<file path="src/rtl/unsigned_mac_seq_v.sv">
// Sequential unsigned multiply-accumulate: o_fu = a * b + c, computed by shift-add,
// one multiplier bit per clock, behind a start/busy/done handshake.
module unsigned_mac_seq_v #(
    parameter int W = 4
) (
    input  logic           i_clk,
    input  logic           i_rst,
    input  logic           i_start,
    input  logic [W-1:0]   i_au,
    input  logic [W-1:0]   i_bu,
    input  logic [W-1:0]   i_cu,
    output logic [2*W-1:0] o_fu,
    output logic           o_busy,
    output logic           o_done
);

    localparam int CW = (W > 1) ? $clog2(W) : 1;

    typedef enum logic [1:0] {
        S_IDLE = 2'd0,
        S_MUL  = 2'd1,
        S_DONE = 2'd2
    } state_t;

    state_t          state_q, state_d;
    logic [W-1:0]    a_q, a_d;
    logic [W-1:0]    b_q, b_d;
    logic [2*W-1:0]  acc_q, acc_d;
    logic [2*W-1:0]  fu_q, fu_d;
    logic [CW-1:0]   cnt_q, cnt_d;

    logic [2*W-1:0]  addend;
    logic [2*W-1:0]  sum;
    logic            last_iter;

    // The single 2W-bit adder: partial product for the current multiplier bit.
    always_comb begin
        addend    = b_q[cnt_q] ? ({{W{1'b0}}, a_q} << cnt_q) : '0;
        sum       = acc_q + addend;
        last_iter = (cnt_q == CW'(W - 1));
    end

    // NOTE: every variable gets a default before the case so no path leaves it unassigned (no latches).
    always_comb begin
        state_d = state_q;
        a_d     = a_q;
        b_d     = b_q;
        acc_d   = acc_q;
        cnt_d   = cnt_q;
        fu_d    = fu_q;

        unique case (state_q)
            S_IDLE, S_DONE: begin
                if (i_start) begin
                    a_d     = i_au;
                    b_d     = i_bu;
                    acc_d   = {{W{1'b0}}, i_cu};
                    cnt_d   = '0;
                    state_d = S_MUL;
                end else begin
                    state_d = S_IDLE;
                end
            end
            S_MUL: begin
                acc_d = sum;
                cnt_d = cnt_q + CW'(1);
                if (last_iter) begin
                    fu_d    = sum;
                    cnt_d   = '0;
                    state_d = S_DONE;
                end
            end
            default: state_d = S_IDLE;
        endcase
    end

    // NOTE: sequential state uses non-blocking assignments so all registers update together.
    always_ff @(posedge i_clk or posedge i_rst) begin
        if (i_rst) begin
            state_q <= S_IDLE;
            a_q     <= '0;
            b_q     <= '0;
            acc_q   <= '0;
            fu_q    <= '0;
            cnt_q   <= '0;
        end else begin
            state_q <= state_d;
            a_q     <= a_d;
            b_q     <= b_d;
            acc_q   <= acc_d;
            fu_q    <= fu_d;
            cnt_q   <= cnt_d;
        end
    end

    // Status outputs decode the state register only, so nothing passes combinationally from inputs.
    assign o_fu   = fu_q;
    assign o_busy = (state_q == S_MUL);
    assign o_done = (state_q == S_DONE);

endmodule

</file>
<file path="config.mk">
export PLATFORM = sky130hd
export DESIGN_NAME = unsigned_mac_seq_v
export DESIGN_NICKNAME = d
export VERILOG_FILES = /design/src/rtl/unsigned_mac_seq_v.sv
export SDC_FILE = /design/constraint.sdc
export NUM_CORES = 1
export LEC_CHECK = 0
export BUFFER_PORTS_ARGS = -buffer_cell sky130_fd_sc_hd__buf_2
export CAP_MARGIN = 10
export CORE_UTILIZATION = 49
export CTS_CLUSTER_SIZE = 40
export DETAILED_ROUTE_END_ITERATION = 8
export PLACE_DENSITY = 0.74
export SLEW_MARGIN = 20
export SYNTH_ARGS = -nofsm -noshare
export SYNTH_HDL_FRONTEND = slang
export SYNTH_SLANG_ARGS = --single-unit
</file>
<file path="constraint.sdc">
create_clock -name i_clk -period 3 [get_ports i_clk]
set_input_delay 0.6 -clock i_clk [delete_from_list [all_inputs] [get_ports i_clk]]
set_output_delay 0.6 -clock i_clk [all_outputs]
set_load 0.005 [all_outputs]
</file>
# After elaboration in Yosys (flattened, before gate mapping)

Cells that the tools add are included.

Bits in registers: 28
Output and inout bits: 10
Word-level logic and storage cells: 32
Input port bits: 15

Mux-type cells: 11
$add $sub $neg: 2
Reductions and logical operators: 6
Equality and inequality tests: 5
Magnitude comparators: 1
Shift operators: 1

Operators by type and width:

| cell                | number |
|---|---|
| $mux 8              | 2 |
| $pmux 8 s2          | 1 |
| $add 8x8->8         | 1 |
| $pmux 2 s2          | 2 |
| $shl 4x2->8         | 1 |
| $mux 2              | 3 |
| $reduce_and 2->1    | 3 |
| $eq 2x2->1 const B  | 2 |
| $lt 2x3->1 const B  | 1 |
| $add 2x1->2 const B | 1 |
| $bmux 1 s2          | 1 |
| $eq 2x1->1 const B  | 1 |
| $logic_not 2->1     | 1 |
| $mux 1              | 2 |
| $ne 2x1->1 const B  | 1 |
| $ne 2x2->1 const B  | 1 |
| $reduce_bool 2->1   | 1 |
| $reduce_or 2->1     | 1 |

# Depth between registers and ports, before layout

Depth after elaboration: 5
Depth in mapped cells: 10
Gate-level depth less buffers: 9

# Worst setup path after synthesis

OpenSTA, ideal clock, no wires.

Path kind: reg-to-reg
Start point: register cnt_q[0]
End point: register acc_q[6]
Cell stages (with the launch flop): 9
Path buffers: 0
Required time: 2.905 ns
Library setup time: 0.095 ns
Period minus slack after synthesis: 2.429 ns
Data arrival time: 2.334 ns
Setup slack: 0.571 ns
Cells stage by stage: dfrtp_1 mux4_2 and2_1 ha_1 nor2b_4 o31a_1 o21a_1 o21a_1 o31ai_1

Cells in the longest elaborated chain, start to end: 5
Elaborated cells between the ends (all ways): 6
Those cells by class: 1 x add/sub; 1 x shift; 4 x mux

Ends and longest elaborated chain:

| what                         | line | source |
|---|---|---|
| start, declared              | 30   | `logic [CW-1:0] cnt_q, cnt_d;` |
| start signal, assigned       | 92   | `cnt_q <= cnt_d;` |
| $bmux 1 s2                   | 38   | `addend = b_q[cnt_q] ? ({{W{1'b0}}, a_q} << cnt_q) : '0;` |
| $mux 1 (implied by the code) | 38   |  |
| $mux 8 (*)                   | 38   |  |
| $add 8x8->8 (*)              | 39   | `sum = acc_q + addend;` |
| $pmux 8 s2 (*)               | 52   | `unique case (state_q)` |
| end signal, assigned         | 83   | `acc_q <= '0;` |
| end signal, assigned         | 90   | `acc_q <= acc_d;` |
| end, declared                | 28   | `logic [2*W-1:0] acc_q, acc_d;` |

Every way passes the cells marked *; elsewhere a longest branch is shown, timed or not. The select of a mux whose other input is x is not followed.
A chain may end at the register's enable or synchronous reset.

# Worst setup path in the final report

Start point: register cnt_q[0]
End point: register fu_q[6], in the netlist o_fu[6]

Cells in the longest elaborated chain, start to end: 4
Elaborated cells between the ends (all ways): 7
Those cells by class: 1 x add/sub; 1 x eq/ne; 1 x shift; 3 x mux; 1 x reduce/logical

Ends and longest elaborated chain:

| what                         | line | source |
|---|---|---|
| $bmux 1 s2                   | 38   |  |
| $mux 1 (implied by the code) | 38   |  |
| $mux 8                       | 38   |  |
| $add 8x8->8                  | 39   |  |
| end signal, assigned         | 91   | `fu_q <= fu_d;` |
| end, declared                | 29   | `logic [2*W-1:0] fu_q, fu_d;` |

Several ways; a longest one is shown, not always the timed one. The select of a mux whose other input is x is not followed.

==> metrics.cfg <==
[outcome]
status=complete, but fails checks
violations=DRC

[finish]
nFillCells=261
syn_to_final_growth_pct=13.1
drive_above_1_share=0.263
multi_input_comb_area_um2=785
insertedDiodeCount=0
post-route-util=0.605
layout.area.seq_um2=701
fin_cells=209
num-nets-final=192
fin_area_mm2=0.00174

[worst_setup_path]
critPathTopFamily=compound AO/OA/AOI/OAI gates
critical_path_required_ns=3.24
path_buf_inv=0
critPathLaunchType=flop
rr_worst_depth=8
path_cells=mux4_2 -> and2_1 -> ha_1 -> nor2b_4 -> o31a_1 -> o21a_1 -> o21a_1 -> o31ai_1
cp_common_cell=o21a_1
worstSetupPathDepth=8
worst_path_max_delay_cell=dfrtp_1
cp_max_fo=14
slowest_delay_ns=0.63
endpoint_kind=flop
crit_type=flop to flop
arrival_ns=3.01

[logic_synthesis]
synth_top_area_share=0.455
yosys_most_used_dff=dfrtp_1
synth_area_mm2=0.00154
synth_cell_types=33
yosys-top-cells-count=28 x dfrtp_1, 14 x nand2_1, 13 x o21ai_0, 10 x mux2_2, 9 x a21oi_1
ys_warn_count=0
yosysMostFrequentCell=dfrtp_1
ys_ff_latch=28
synth_top_area_cell=dfrtp_1
syn_avg_cell_area_um2=10.6
ys_seq_area_frac=0.455
synth-edff-count=0
synth_nets=169
postSynthCellCount=145
async_flop_share=1.00
yosys-top-cells-area=dfrtp_1 46%, mux2_2 7.3%, ha_1 6.5%

[placement]
dp_hpwl_um=2280
finalWeightedCongestion=0.851
placed_area_mm2=0.00169
dp.cells=205
port-buffer-count=24

[clocking]
cts_made_buffers=3
clockBufferDepth=2
tritoncts=yes
clk_latency_ns=0.32
cts_sinks=28
cts_resized=0
h-tree-depth=1
cts-hold-fix-buffers=0
clkTransAtPathRegs_ns=0.15
cts_setup_buffers=0
clockRootBuffer=clkbuf_4

[global_routing]
grt_pass1_wl_um=5210
grt_overflow=0
grt_max_degree=29
antenna_found_initial=0
grt_use_total=0.204
grt_pass1_vias=1150

[floorplan]
fp-row-count=19
core_area_mm2=0.00288
initial_core_util=0.535
die_x_um=58.0
die_h_um=58.0
die-area_mm2=0.00337
io_pins=25

[timing]
hold_viol=0
maxSlewHeadroom=0.622
rsz0062_at_grt=no
tightestPinTransition_ns=0.566
tns_ns=0
slew_viol_final=0
fmax_mhz=360
finClkSkew_ns=0.00463
min_period_over_period=0.925
setup_viol=0
period_minus_slack_ns=2.77

[power]
total_power_mw=2.11
cellLeakagePower_nw=0.813
ir_worst_vdd_uv=488
power_density_mw_per_mm2=1210

[detailed_routing]
vias=1144
finalWirelength_um=2930
drt_iter0_drc=41
routedWlPerCell_um=14.0
first_pass_iters=6
drc=2
vias_per_cell=5.47
antenna_left=0

[flow_run]
cap_viol_max_count=0

[min_path]
hold_class=input port to async pin

[report_power, final]
| part | switching [mW] | total (mW) | leakage, nW | internal (mW) |
|---|---|---|---|---|
| clock | 0.107 | 0.242 | 0.0279 | 0.135 |
| combinational | 0.596 | 1.15 | 0.443 | 0.551 |
| sequential | 0.163 | 0.721 | 0.343 | 0.559 |
| total | 0.865 | 2.11 | 0.813 | 1.24 |
[cells by family after synthesis]
group                    after synthesis  synth area share
AO/OA/AOI/OAI                         41             0.168
XOR/XNOR                               4            0.0228
adder cells (fa/ha/maj)                9            0.0781
buffers and inverters                 13            0.0350
flip-flops                            28             0.455
multiplexers                          14             0.115
AND/OR/NAND/NOR                       36             0.125
[cell usage in the layout (no fill, tap or decap), types with 3 or more instances in the layout]
cell type	netlist	routed
a211oi_1	3	3
a21oi_1	9	9
and2_1	4	4
buf_2	4	24
clkbuf_4	0	3
dfrtp_1	28	28
ha_1	8	8
inv_1	6	5
mux2_2	10	10
nand2_1	14	14
nor2_1	4	4
nor2b_1	4	4
o21a_1	3	3
o21ai_0	13	13
o31ai_1	4	4
xor2_1	4	4
[final cells by class]
class / count / area share
clock buffer: 3 / 0.0129
clock inverter: 1 / 0.0173
inverter: 6 / 0.0129
multi-input combinational: 104 / 0.451
sequential: 28 / 0.403
tap: 42 / 0.0302
timing repair buffer: 25 / 0.0733
[per-layer routing]
| metal | GRT usage | wire length (µm) | vias up |
|---|---|---|---|
| li1 | - | - | 567 |
| met1 | 0.258 | 1180 | 536 |
| met2 | 0.350 | 1520 | 35 |
| met3 | 0.0335 | 174 | 6 |
| met4 | 0.0782 | 44 | 0 |
| met5 | 0 | 0 | - |
[worst register-to-register path, cell delays in order (launching register included)]
cell     delay (ns)
dfrtp_1        0.63
mux4_2         0.57
and2_1         0.16
ha_1           0.33
nor2b_4        0.15
o31a_1         0.25
o21a_1         0.18
o21a_1         0.19
o31ai_1        0.23
[registers in the layout (all words and copies together), names as in the netlist]
register and flops:
a_q 4, b_q 4, state_q 2, cnt_q 2, acc_q 8, o_fu 8
[per-stage QoR]
step / hold WS (ns) / setup slack [ns]
after global placement: 0.456 / 0.350
after CTS: 0.485 / 0.220
after detailed placement: 0.467 / 0.255
final: 0.309 / 0.226
after global routing: 0.343 / 0.0648
after floorplan: 0.455 / 0.571
[final timing paths]
kind / from / to / slack [ns]
min: i_rst / a_q[3]$_DFFE_PP0P_ / 0.31
min in group i_clk: o_fu[5]$_DFFE_PP0P_ / o_fu[5]$_DFFE_PP0P_ / 0.49
max: cnt_q[0]$_DFFE_PP0P_ / o_fu[6]$_DFFE_PP0P_ / 0.23
max in group asynchronous: i_rst / o_fu[1]$_DFFE_PP0P_ / 2.31
max reg2reg: cnt_q[0]$_DFFE_PP0P_ / o_fu[6]$_DFFE_PP0P_ / 0.23
min reg2reg: o_fu[5]$_DFFE_PP0P_ / o_fu[5]$_DFFE_PP0P_ / 0.49
Note: power is estimated with default switching activity, not from simulation.
